[src/rtl/blink_pkg.sv]
// -----------------------------------------------------------------------------
// blink_pkg
// Shared types and helpers for the blinker receive-side monitor.
//   blink_state_t  : monitor FSM state encoding (IDLE, ACQ, LOCKED, ERR)
//   blink_nominal  : nominal edge-to-edge interval, 2^cbits cycles
//   blink_limit    : largest in-tolerance interval, also the stall threshold
// -----------------------------------------------------------------------------
package blink_pkg;

  typedef enum logic [1:0] {
    IDLE   = 2'd0,
    ACQ    = 2'd1,
    LOCKED = 2'd2,
    ERR    = 2'd3
  } blink_state_t;

  // Nominal half-period of the blinker in clock cycles.
  function automatic int unsigned blink_nominal(input int unsigned cbits);
    return 32'd1 << cbits;
  endfunction

  // Upper edge of the acceptance window; an idle line whose interval counter
  // reaches this value can no longer produce a good interval.
  function automatic int unsigned blink_limit(input int unsigned cbits,
                                              input int unsigned tol);
    return blink_nominal(cbits) + tol;
  endfunction

endpackage

[src/rtl/blink_edge_det.sv]
// -----------------------------------------------------------------------------
// blink_edge_det
// Registers the monitored line once and flags any change against that copy.
// The edge flag is combinational: it is high in the very cycle the input
// differs from its registered value.
// Ports:
//   clk    : clock, rising edge
//   rst    : asynchronous active-high reset (registered copy clears to 0)
//   d      : monitored line, synchronous to clk
//   edge_o : high in any cycle where d differs from its registered copy
// -----------------------------------------------------------------------------
module blink_edge_det (
  input  logic clk,
  input  logic rst,
  input  logic d,
  output logic edge_o
);

  logic d_q;

  // One-cycle delayed copy of the monitored line.
  always_ff @(posedge clk or posedge rst) begin
    if (rst) begin
      d_q <= 1'b0;
    end else begin
      d_q <= d;
    end
  end

  assign edge_o = (d != d_q);

endmodule

[src/rtl/blink_monitor.sv]
// -----------------------------------------------------------------------------
// blink_monitor
// Receive-side health checker for the blinker LED output. Measures the
// interval between consecutive edges of led_in against the nominal half-period
// 2^CBITS (+/-TOL), locks after LOCK_N consecutive good intervals and reports
// an error on a bad interval or a stalled line while locked.
// Parameters:
//   CBITS  : log2 of the nominal half-period
//   TOL    : accepted deviation in cycles (0 <= TOL < 2^(CBITS-1))
//   LOCK_N : consecutive good intervals needed to lock (1..15)
// Ports:
//   clk      : clock, rising edge
//   rst      : asynchronous active-high reset
//   led_in   : monitored line, synchronous to clk
//   locked   : high while the monitor is locked
//   err      : high while the monitor is in the error state
//   edge_p   : one-cycle pulse, one cycle after each detected edge
//   half_per : last measured interval in cycles, saturating
// -----------------------------------------------------------------------------
module blink_monitor
  import blink_pkg::*;
#(
  parameter int unsigned CBITS  = 13,
  parameter int unsigned TOL    = 2,
  parameter int unsigned LOCK_N = 4
) (
  input  logic           clk,
  input  logic           rst,
  input  logic           led_in,
  output logic           locked,
  output logic           err,
  output logic           edge_p,
  output logic [CBITS:0] half_per
);

  localparam int unsigned   CW       = CBITS + 1;
  localparam int unsigned   NOM      = blink_nominal(CBITS);
  localparam int unsigned   LIM_I    = blink_limit(CBITS, TOL);
  localparam logic [CW-1:0] GOOD_LO  = CW'(NOM - TOL);
  localparam logic [CW-1:0] GOOD_HI  = CW'(LIM_I);
  localparam logic [CW-1:0] LIM      = CW'(LIM_I);
  localparam logic [CW-1:0] CNT_ONE  = CW'(1);
  localparam logic [CW-1:0] CNT_MAX  = {CW{1'b1}};
  localparam logic [CW-1:0] CNT_ZERO = {CW{1'b0}};
  localparam logic [3:0]    LOCK_TGT = 4'(LOCK_N);

  // Edge detection
  logic edge_s;

  blink_edge_det u_edge_det (
    .clk    (clk),
    .rst    (rst),
    .d      (led_in),
    .edge_o (edge_s)
  );

  // Interval counter and measurement
  logic [CW-1:0] icnt_q, icnt_d;
  logic [CW-1:0] iv_s;
  logic [CW-1:0] half_per_q, half_per_d;
  logic          edge_p_q;
  logic          good_s;
  logic          timeout_s;

  // Interval = cycles since the previous edge, inclusive of this edge cycle.
  // Saturation keeps a very long gap from wrapping into the good window.
  assign iv_s = (icnt_q == CNT_MAX) ? CNT_MAX : (icnt_q + CNT_ONE);

  assign good_s    = (iv_s >= GOOD_LO) && (iv_s <= GOOD_HI);
  // Only meaningful without an edge, so an edge and a timeout never coincide.
  assign timeout_s = (!edge_s) && (icnt_q >= LIM);

  // Next value of the interval counter and the published measurement.
  always_comb begin
    icnt_d     = icnt_q;
    half_per_d = half_per_q;
    if (edge_s) begin
      icnt_d     = CNT_ZERO;
      half_per_d = iv_s;
    end else if (icnt_q != CNT_MAX) begin
      icnt_d     = icnt_q + CNT_ONE;
      half_per_d = half_per_q;
    end else begin
      icnt_d     = icnt_q;
      half_per_d = half_per_q;
    end
  end

  // Interval counter, measurement and edge pulse registers.
  always_ff @(posedge clk or posedge rst) begin
    if (rst) begin
      icnt_q     <= CNT_ZERO;
      half_per_q <= CNT_ZERO;
      edge_p_q   <= 1'b0;
    end else begin
      icnt_q     <= icnt_d;
      half_per_q <= half_per_d;
      edge_p_q   <= edge_s;
    end
  end

  // Qualification FSM
  blink_state_t state_q, state_d;
  logic [3:0]   gcnt_q, gcnt_d;
  logic [3:0]   gcnt_inc_s;
  logic         locked_q, err_q;

  assign gcnt_inc_s = gcnt_q + 4'd1;

  // Next-state logic for lock acquisition, lock maintenance and error.
  always_comb begin
    state_d = state_q;
    gcnt_d  = gcnt_q;
    case (state_q)
      IDLE: begin
        // First edge only opens a measurement; stalls here are expected.
        if (edge_s) begin
          state_d = ACQ;
          gcnt_d  = 4'd0;
        end else begin
          state_d = IDLE;
          gcnt_d  = gcnt_q;
        end
      end
      ACQ: begin
        if (edge_s) begin
          if (!good_s) begin
            state_d = ACQ;
            gcnt_d  = 4'd0;
          end else if (gcnt_inc_s == LOCK_TGT) begin
            state_d = LOCKED;
            gcnt_d  = gcnt_inc_s;
          end else begin
            state_d = ACQ;
            gcnt_d  = gcnt_inc_s;
          end
        end else if (timeout_s) begin
          state_d = IDLE;
          gcnt_d  = 4'd0;
        end else begin
          state_d = ACQ;
          gcnt_d  = gcnt_q;
        end
      end
      LOCKED: begin
        if ((edge_s && !good_s) || timeout_s) begin
          state_d = ERR;
          gcnt_d  = gcnt_q;
        end else begin
          state_d = LOCKED;
          gcnt_d  = gcnt_q;
        end
      end
      ERR: begin
        // The edge that ends an error is not trusted as a measurement.
        if (edge_s) begin
          state_d = ACQ;
          gcnt_d  = 4'd0;
        end else begin
          state_d = ERR;
          gcnt_d  = gcnt_q;
        end
      end
      default: begin
        state_d = IDLE;
        gcnt_d  = 4'd0;
      end
    endcase
  end

  // State, good-interval counter and registered Moore flags.
  always_ff @(posedge clk or posedge rst) begin
    if (rst) begin
      state_q  <= IDLE;
      gcnt_q   <= 4'd0;
      locked_q <= 1'b0;
      err_q    <= 1'b0;
    end else begin
      state_q  <= state_d;
      gcnt_q   <= gcnt_d;
      locked_q <= (state_d == LOCKED);
      err_q    <= (state_d == ERR);
    end
  end

  assign locked   = locked_q;
  assign err      = err_q;
  assign edge_p   = edge_p_q;
  assign half_per = half_per_q;

endmodule

[config.mk]
export PLATFORM = sky130hd
export DESIGN_NAME = blink_monitor
export DESIGN_NICKNAME = d
export VERILOG_FILES = /design/src/rtl/blink_pkg.sv /design/src/rtl/blink_edge_det.sv /design/src/rtl/blink_monitor.sv
export SDC_FILE = /design/constraint.sdc
export NUM_CORES = 1
export LEC_CHECK = 0
export CORE_MARGIN = 4
export CORE_UTILIZATION = 55
export CTS_CLUSTER_DIAMETER = 40
export CTS_CLUSTER_SIZE = 24
export DETAILED_ROUTE_END_ITERATION = 6
export PLACE_DENSITY = 0.82
export SYNTH_ARGS = -nofsm -noshare
export SYNTH_HDL_FRONTEND = slang
export SYNTH_SLANG_ARGS = --single-unit
[constraint.sdc]
create_clock -name clk -period 3.7 [get_ports clk]
set_clock_uncertainty 0.15 [all_clocks]
set_input_delay 0.74 -clock clk [delete_from_list [all_inputs] [get_ports clk]]
set_output_delay 0.74 -clock clk [all_outputs]
set_load 0.02 [all_outputs]
Word-level counts from Yosys, hierarchy flattened
Cells that the tools add are included.
Widths: inputs -> output; s select.
Word-level totals
  memories kept: 0
  input bits: 3
  bits in latches: 0
  RAM bits: 0
  output and inout bits: 17
  ROM bits: 0
  logic and storage cells: 51
  register bits after elaboration: 38
Operators by class
  bitwise operators: 1
  add/subtract/negate cells: 2
  reductions and logical operators: 10
  shifts and indexed selects: 0
  mux-type cells: 16
  multipliers: 0
  div/mod/pow operators: 0
  equality and inequality tests: 11
  $lt $le $gt $ge: 3
Operators with widths (count)
  $mux 14: 3
  $mux 4: 4
  $add 14x1->14 const B: 1
  $eq 14x14->1 const B: 1
  $ge 14x13->1 const B: 1
  $ge 14x14->1 const B: 1
  $le 14x14->1 const B: 1
  $ne 14x14->1 const B: 1
  $eq 2x2->1 const B: 4
  $mux 2: 4
  $pmux 2 s4: 1
  $pmux 4 s2: 1
  $add 4x1->4 const B: 1
  $eq 4x3->1 const B: 1
  $logic_and 1x1->1: 3
  $mux 1: 3
  $ne 3x3->1 const B: 1
  $reduce_and 3->1: 1
  $eq 2x1->1 const B: 1
  $logic_not 1->1: 2
  $logic_not 2->1: 1
  $ne 2x1->1 const B: 1
  $reduce_bool 2->1: 1
  $reduce_or 2->1: 1
  other kinds (3): 3

Logic depth before layout (Yosys ltp)
Gate-level depths: netlist of the first run.
  depth in word-level cells: 10
  depth in mapped cells: 9
  gate-level depth less buffers: 9

Cells and area by module
A second synthesis of the first run with hierarchy kept.
Second synthesis, totals
  cell total of the unflattened synthesis: 232
  area total of the unflattened synthesis: 2122.0 µm²
Modules (own cells, without submodules)
  blink_monitor: times used 1, cells each 229, area each 2084.5 µm², seq. area each 925.9 µm²
  blink_edge_det: times used 1, cells each 3, area each 37.5 µm², seq. area each 25.0 µm²

Worst setup path before layout of the first run
No wires, ideal clock.
  path kind: flip-flop to flip-flop
  start: register icnt_q[1]
  end: register locked_q, in the netlist locked
  path slack: 1042 ps
  stages on the path, launching flop included: 9
  library setup time: 80 ps
  buffers on the path: 0
  arrival: 2428 ps
  required time: 3470 ps
  period minus slack after synthesis: 2658 ps
  cell sequence: dfrtp_1 > ha_1 > nand3_4 > or3_1 > a221o_1 > a2111oi_4 > o2111ai_1 > o221ai_1 > nor3b_2
On the way
  word-level cells in the longest chain between the ends: 10
  elaborated cells on any way between the ends: 17
  those cells by class: add/sub (1); order compare (3); eq/ne (2); mux (6); reduce/logical (5)
RTL lines
  start, declared: RTL line blink_monitor.sv:58  | logic [CW-1:0] icnt_q, icnt_d;
  start signal, assigned: RTL line blink_monitor.sv:96  | icnt_q <= icnt_d;
  $add 14x1->14 / $eq 14x14->1 (equally long branches): RTL line blink_monitor.sv:67  | assign iv_s = (icnt_q == CNT_MAX) ? CNT_MAX : (icnt_q + CNT_ONE);
  $mux 14: RTL line blink_monitor.sv:67
  $ge 14x13->1 / $le 14x14->1 (equally long branches): RTL line blink_monitor.sv:69  | assign good_s = (iv_s >= GOOD_LO) && (iv_s <= GOOD_HI);
  $logic_and 1x1->1: RTL line blink_monitor.sv:69
  $logic_not 1->1: RTL line blink_monitor.sv:146  | if ((edge_s && !good_s) || timeout_s) begin
  $logic_and 1x1->1: RTL line blink_monitor.sv:146
  $logic_or 1x1->1: RTL line blink_monitor.sv:146
  $mux 1: RTL line blink_monitor.sv:146
  $pmux 2 s4 (*): RTL line blink_monitor.sv:114  | case (state_q)
  $eq 2x2->1 (*): RTL line blink_monitor.sv:181  | locked_q <= (state_d == LOCKED);
  end signal, assigned: RTL line blink_monitor.sv:181
  end, declared: RTL line blink_monitor.sv:106  | logic locked_q, err_q;
Mark *: on every way between the ends. The rest lies on a longest branch, timed or not.
A chain may end at the register's enable or synchronous reset.

Worst setup path after layout of the first run
  start: register icnt_q[4]
  end: register state_q[1]
On the way
  word-level cells in the longest chain between the ends: 7
  elaborated cells on any way between the ends: 9
  those cells by class: add/sub (1); order compare (2); eq/ne (1); mux (4); reduce/logical (1)
RTL lines
  $add 14x1->14 / $eq 14x14->1 (equally long branches): RTL line blink_monitor.sv:67
  $mux 14 (*): RTL line blink_monitor.sv:67
  $ge 14x13->1 / $le 14x14->1 (equally long branches): RTL line blink_monitor.sv:69
  $logic_and 1x1->1 (*): RTL line blink_monitor.sv:69
  $mux 2 (*): RTL line blink_monitor.sv:127  | if (!good_s) begin
  $mux 2 (*): RTL line blink_monitor.sv:126  | if (edge_s) begin
  $pmux 2 s4 (*): RTL line blink_monitor.sv:114
  net state_d[1]: RTL line blink_monitor.sv:103  | blink_state_t state_q, state_d;
  end signal, assigned: RTL line blink_monitor.sv:179  | state_q <= state_d;
  end, declared: RTL line blink_monitor.sv:103
Mark *: on every way through the listed nets, which the timed path passes. The rest lies on a longest branch.

==> run metrics, run 1 <==
EDFF count, synth=0; # nets final=282; PwrDens=380.1 mW/mm^2; largest net degree at the start of global routing=39; Ys Warns=0; DR DRC count=0; reg2reg setup slack=0.61 ns; delay-heaviest family, CP=simple AND/OR/NAND/NOR gates; Max VDD drop=0.2642 mV; Worst-path clk slew=0.08 ns; port bufs=19; Fmax=324.0 MHz; hold_buf cts=0; core area=around 0.004 mm^2; Die X-Extent=72.24 um; CTS HTree Levels=2; slew at the pin closest to its max-slew limit=0.5380 ns; Routed Antenna Nets=0; first-pass GRT wire length=8445 um; share of cells above drive strength 1=9.225%; PostCTS Resize Cnt=0; GRT Util Overall=20.49%; Via density=6.109; vias in the first global route=1790; CTS buffer count=5; fin. max-slew vios=0; top_reg_cell synth=dfrtp_1; # Post-CTS Setup Buffers=0; total number of vias=1961; status=completed; Max Root-Sink Buffers=2; Filler cells=325; synthesized cell area=between 0.002 and 0.0025 mm^2; CP max FO=12; Hold Startpoint=half_per[7]; Combinational Power Share=about a quarter; Post-Syn Nets=262; startpoint types=flop; Flop pwr share=47.5%; Final Cycle Share=a little over four fifths; flops & latches, synth=38; Initial DRC Count=190; grt total ovfl=0; Hold Crit Class=reg2reg; Post-Synthesis Cells=251; Final Hold Violating Endpoints=0; launching point of the worst reg2reg path=icnt_q[4]; Clock Sinks=38; CP max stage delay=roughly 0.50 ns; post-DR wirelength/cell=15.59 um; final setup margin=0.6139 ns; Setup TNS Final=0 ns; row count=23; DIE AREA=about 0.0052 mm^2; post-synthesis average cell area=9.043 um^2; Pint=0.6684 mW; crit path kind=reg2reg; fin crit period=3.086 ns; antenna diode count=0; clk_lat worst skew=0.29 ns; Top Ports=20; count of cell types in the netlist=55; Root Buffer=clkbuf_8; Final Wtd Congestion=around 0.95; most frequent cell after synthesis=dfrtp_1; initial antenna violation count=0; clock power share=27.8%; Worst EP required=~3.7 ns; Die Y=about 72 um; initial core utilization=56.74%; Slowest-stage cell, CP=dfrtp_1; TritonRoute pass-1 iters=4; CP cell instances=nand4_1 -> nor4_1 -> mux2i_1 -> nor3_1 -> and3_1 -> a311oi_1 -> a21oi_1; part of the Yosys area used for sequential elements=roughly two fifths; max-cap viol count=0; top cells by area, synth=dfrtp_1, nor2_1, nand2_1; area grow syn2layout=13.67%; synth cell count leaders=dfrtp_1, nor2_1, nand2_1; pre-CTS setup slack=0.6203 ns; CTS tree=built; crit end category=flop; overall power=between 0.9 and 1 mW; leakage power=roughly 1.1 nW; Slew HR=roughly 64%; hpwl dp=3536 um; Async SR Flop Fraction=100.0%; Crit. Startpoint=icnt_q[4]; Buf/Inv on CP=0; RSZ-0062 raised after global routing=no; post-synth top area cell=dfrtp_1; Arr. time, crit path=~3.1 ns; Sw Share=between 30% and 40%; DRT Wirelength=5004 um; # setup viols final=0; Net Switching=between 0.3 and 0.4 mW; top-area cell type share of the netlist area=41.90%
[through the flow]
step / cell area, um^2 / hold slack, ns / util, % / cells
5_1_grt: 2580 / 0.3714 / 64.50 / 321
6_report: 2580 / 0.3365 / 64.50 / 321
2_1_floorplan: 2270 / 0.3466 / - / 251
4_1_cts: 2580 / 0.3435 / 64.50 / 321
3_5_place_dp: 2501 / 0.3252 / 62.53 / 314
3_3_place_gp: 2501 / 0.3116 / 62.53 / 314
[power by group through the flow]
stage / registers [mW] / logic (mW) / clock network (mW)
finish: 0.466 / 0.242 / 0.272
floorplan: 0.487 / 0.152 / 0
global route: 0.471 / 0.265 / 0.296
detailed placement: 0.474 / 0.239 / 0
CTS: 0.466 / 0.241 / 0.278
global placement: 0.472 / 0.236 / 0
[sequential cells by signal, summed over array words and instances (netlist names)]
signal          count
state_q             2
u_edge_det.d_q      1
half_per           14
locked              1
err                 1
icnt_q             14
edge_p              1
gcnt_q              4
[kinds of logic (layout without fill, tap and decap cells)]
logic type               count (synthesis)  count (layout)  synth area share [%]
multiplexers                             5               5                 2.260
flip-flops                              38              38                 41.90
AO/OA/AOI/OAI                           61              61                 19.57
adder cells (fa/ha/maj)                  8               8                 4.410
XOR/XNOR                                 5               5                 1.929
buffers and inverters                   26              46                 5.403
AND/OR/NAND/NOR                        108             108                 24.53
[cells in the final DEF, fill, tap and decap left out, types with 6 or more instances in the layout]
cell type	n
nor2_1	33
nor3_1	8
nor4_1	6
nand2_1	27
a21oi_1	11
buf_4	7
clkdlybuf4s50_1	19
o21ai_0	13
dfrtp_1	38
ha_1	8
inv_1	13
[worst paths after layout]
check | end | cells after the start
hold / removal | half_per[7] | 2
setup reg to reg | state_q[1] | 7
hold reg to reg | half_per[7] | 2
setup / recovery | state_q[1] | 7
min in group asynchronous | err | 3
max in group asynchronous | icnt_q[3] | 3
[area by class of cell]
cell class                 count  area, um^2  share of cell area (%)
sequential                    38       950.9                   36.86
timing repair buffer          26       242.7                   9.408
tap                           50       62.56                   2.425
multi-input combinational    187        1196                   46.36
clock inverter                 2       10.01                  0.3880
clock buffer                   5       68.82                   2.667
inverter                      13       48.80                   1.891
[worst reg2reg max path, delay by kind of cell (launching register included)]
family	cells	cell delay, ns
AO/OA/AOI/OAI	2	0.55
flip-flops	1	0.50
multiplexers	1	0.49
AND/OR/NAND/NOR	4	1.27
[metal layers]
layer	GRT usage [%]	wire [um]	vias up
li1	-	-	949
met1	28.16	2332	936
met2	31.65	2267	64
met3	4.571	297	12
met4	7.724	106	0
met5	0	0	-
No activity file was read; power rests on OpenSTA's default activity.
==> run 2: changes to the inputs <==
--- a/config.mk
+++ b/config.mk
@@ -6,11 +6,11 @@
 export NUM_CORES = 1
 export LEC_CHECK = 0
 export CORE_MARGIN = 4
-export CORE_UTILIZATION = 55
+export CORE_UTILIZATION = 52
 export CTS_CLUSTER_DIAMETER = 40
 export CTS_CLUSTER_SIZE = 24
 export DETAILED_ROUTE_END_ITERATION = 6
-export PLACE_DENSITY = 0.82
+export PLACE_DENSITY = 0.81
 export SYNTH_ARGS = -nofsm -noshare
 export SYNTH_HDL_FRONTEND = slang
 export SYNTH_SLANG_ARGS = --single-unit
==> constraint.sdc (replaced) <==
create_clock -name clk -period 2.53 [get_ports clk]
set_clock_uncertainty 0.15 [all_clocks]
set_input_delay 0.506 -clock clk [delete_from_list [all_inputs] [get_ports clk]]
set_output_delay 0.506 -clock clk [all_outputs]
set_load 0.02 [all_outputs]
==> run metrics, run 2 (synthesized netlist as in run 1, its figures left out) <==
status=finished with violations; failing checks=setup timing; Clock Sinks=38 (unchanged); DIE AREA=0.005486 mm^2 (+5.1%); Die Y=74.07 um (+2.5%); GRT Util Overall=24.94% (+4.5 points); fin util=79.39% (+15 points); Hold Startpoint=half_per[7]; hold_buf cts=0 (unchanged); delay-heaviest family, CP=simple AND/OR/NAND/NOR gates; hold slack final=0.3292 ns (-0.007312 ns); Arr. time, crit path=2.70 ns (-0.40 ns); first-pass GRT wire length=10490 um (+24%); Worst Hold Depth=2 (unchanged); PwrDens=562.4 mW/mm^2 (+48%); port bufs=19 (unchanged); RSZ-0062 raised after global routing=yes; RR Endpoint=locked; worst reg2reg path depth=10 (+3); Hold Crit Class=reg2reg; vias in the first global route=2091 (+17%); area of the multi-input gates=0.001424 mm^2 (+19%); initial antenna violation count=0 (unchanged); initial core utilization=55.15% (-1.6 points); DR DRC count=0 (unchanged); Final Cycle Share=104.5% (+21 points); Slowest-stage cell, CP=dfrtp_2; CP max stage delay=0.40 ns (-0.10 ns); CTS HTree Levels=2 (unchanged); placed insts=349 (+11%); Finished Layout Cells=371 (+16%); CTS buffer count=5 (unchanged); core area=0.004115 mm^2 (+2.9%); slew at the pin closest to its max-slew limit=0.5521 ns (+0.01402 ns); total number of vias=2402 (+22%); FF+latch area=955.9 um^2 (+0.53%); Buf/Inv on CP=2 (+2); CP cell instances=buf_4 -> inv_2 -> ha_1 -> nor4_2 -> a41oi_2 -> a21oi_2 -> nor2_1 -> or3_1 -> o221ai_2 -> nor3b_2; max-cap viol count=0 (unchanged); Routed Antenna Nets=0 (unchanged); Initial DRC Count=282 (+48%); Root Buffer=clkbuf_8; TritonRoute pass-1 iters=5 (+1); Final Wtd Congestion=0.9332 (-2.2%); share of cells above drive strength 1=34.89% (+26 points); Worst-path clk slew=0.08 ns (about the same); DRT Wirelength=7362 um (+47%); WHS Endpoint=half_per[7]; fin. max-slew vios=0 (unchanged); Max Root-Sink Buffers=2 (unchanged); # setup viols final=8 (+8); most frequent cells in the layout=buf_4, dfrtp_1, nor2_1; fin crit period=2.644 ns (-0.4425 ns); Die X-Extent=74.07 um (+2.5%); area grow syn2layout=43.94%; pre-CTS setup slack=-0.1842 ns (-0.8045 ns); startpoint types=flop; Via density=6.474 (+6.0%); Max VDD drop=0.5578 mV (+110%); Worst EP required=2.59 ns (-1.12 ns); # nets final=331 (+17%); CP max FO=3 (-9); commonest non-fill, non-tap cell in the layout=buf_4; reg2reg setup slack=-0.11 ns (-0.73 ns); final setup margin=-0.1136 ns (-0.7275 ns); antenna diode count=0 (unchanged); row count=23 (unchanged); CTS tree=built; leakage power=1.371 nW (+31%); Final Hold Violating Endpoints=0 (unchanged); Slew HR=62.81% (-1.1 points); hpwl dp=4207 um (+19%); Top Ports=20 (unchanged); Filler cells=237 (-27%); Fmax=378.3 MHz (+17%); largest net degree at the start of global routing=39 (unchanged); crit path kind=reg2reg; post-DR wirelength/cell=19.84 um (+27%); clk_lat worst skew=0.30 ns (about the same); launching point of the worst reg2reg path=icnt_q[0]; crit end category=flop; grt total ovfl=0 (unchanged)
==> run 2: cell types whose count changed in the layout (fill, tap and decap cells not counted), sizes merged <==
cell    delta
buf       +49
bufinv     +2
clkbuf     +1
clkinv     -2
==> run 2: power by group <==
part	internal [mW]	total [mW]	switching, mW	leakage, nW
combinational	0.217	0.504	0.288	0.798
sequential	0.647	0.683	0.0358	0.502
clock	0.421	0.650	0.229	0.0714
total	1.28	1.84	0.552	1.37
==> run 2: area by class of cell <==
cell class	count	share of cell area, %
Timing Repair Buffer	75	19.38
Inverter	13	1.494
Clock buffer	6	2.528
Multi-Input combinational cell	187	43.59
Tap cell	50	1.915
Sequential cell	38	29.26
Clock inverter	2	1.838
==> run 2: timing repair <==
action / in CTS / in global routing
hold endpoints to repair: 0 / 0
resized for setup: 7 / 41
setup endpoints to repair: 7 / 8
setup buffers: 7 / 7
pin swaps: 3 / 20
==> run 2: worst max-delay path by stage <==
| stage | startpoint | cells past startpoint | slack [ns] | endpoint |
|---|---|---|---|---|
| floorplan | icnt_q[0] | 8 | 0.02 | locked |
| global route | icnt_q[2] | 10 | -0.24 | gcnt_q[0] |
| detailed placement | icnt_q[0] | 8 | -0.18 | locked |
| global placement | led_in | 8 | -0.12 | locked |
| finish | icnt_q[0] | 10 | -0.11 | locked |
| CTS | icnt_q[0] | 10 | 0.004 | gcnt_q[3] |
==> run 2: worst register-to-register path, delay by kind of cell, from the launching register on <==
family / cells / cell delay (ns)
buf+inv: 2 / 0.17
fa+ha+maj: 1 / 0.20
compound gates: 3 / 0.75
simple gates: 4 / 0.89
flops: 1 / 0.40
==> run 2: stage by stage <==
stage	total power, mW	setup TNS, ns	area (um^2)
floorplan	0.9406	0	2285
global placement	1.102	-0.4501	2779
detailed placement	1.110	-0.9757	2779
CTS	1.764	0	3003
global route	1.918	-1.590	3267
finish	1.837	-0.6308	3267
==> run 2: layer usage <==
| metal | up-vias | GRT usage (%) | share of wire (%) |
|---|---|---|---|
| li1 | 1055 | - | - |
| met1 | 1150 | 35.06 | 41 |
| met2 | 156 | 38.39 | 46 |
| met3 | 41 | 4.595 | 8.1 |
| met4 | 0 | 9.256 | 4.4 |
| met5 | - | 0 | 0 |
==> run 3: changes to the inputs <==
--- a/config.mk
+++ b/config.mk
@@ -11,6 +11,7 @@
 export CTS_CLUSTER_SIZE = 24
 export DETAILED_ROUTE_END_ITERATION = 6
 export PLACE_DENSITY = 0.81
+export SLEW_MARGIN = 10
 export SYNTH_ARGS = -nofsm -noshare
 export SYNTH_HDL_FRONTEND = slang
 export SYNTH_SLANG_ARGS = --single-unit
==> results of run 3 <==
Final layout, timing and power as in run 2 (identical DEF).
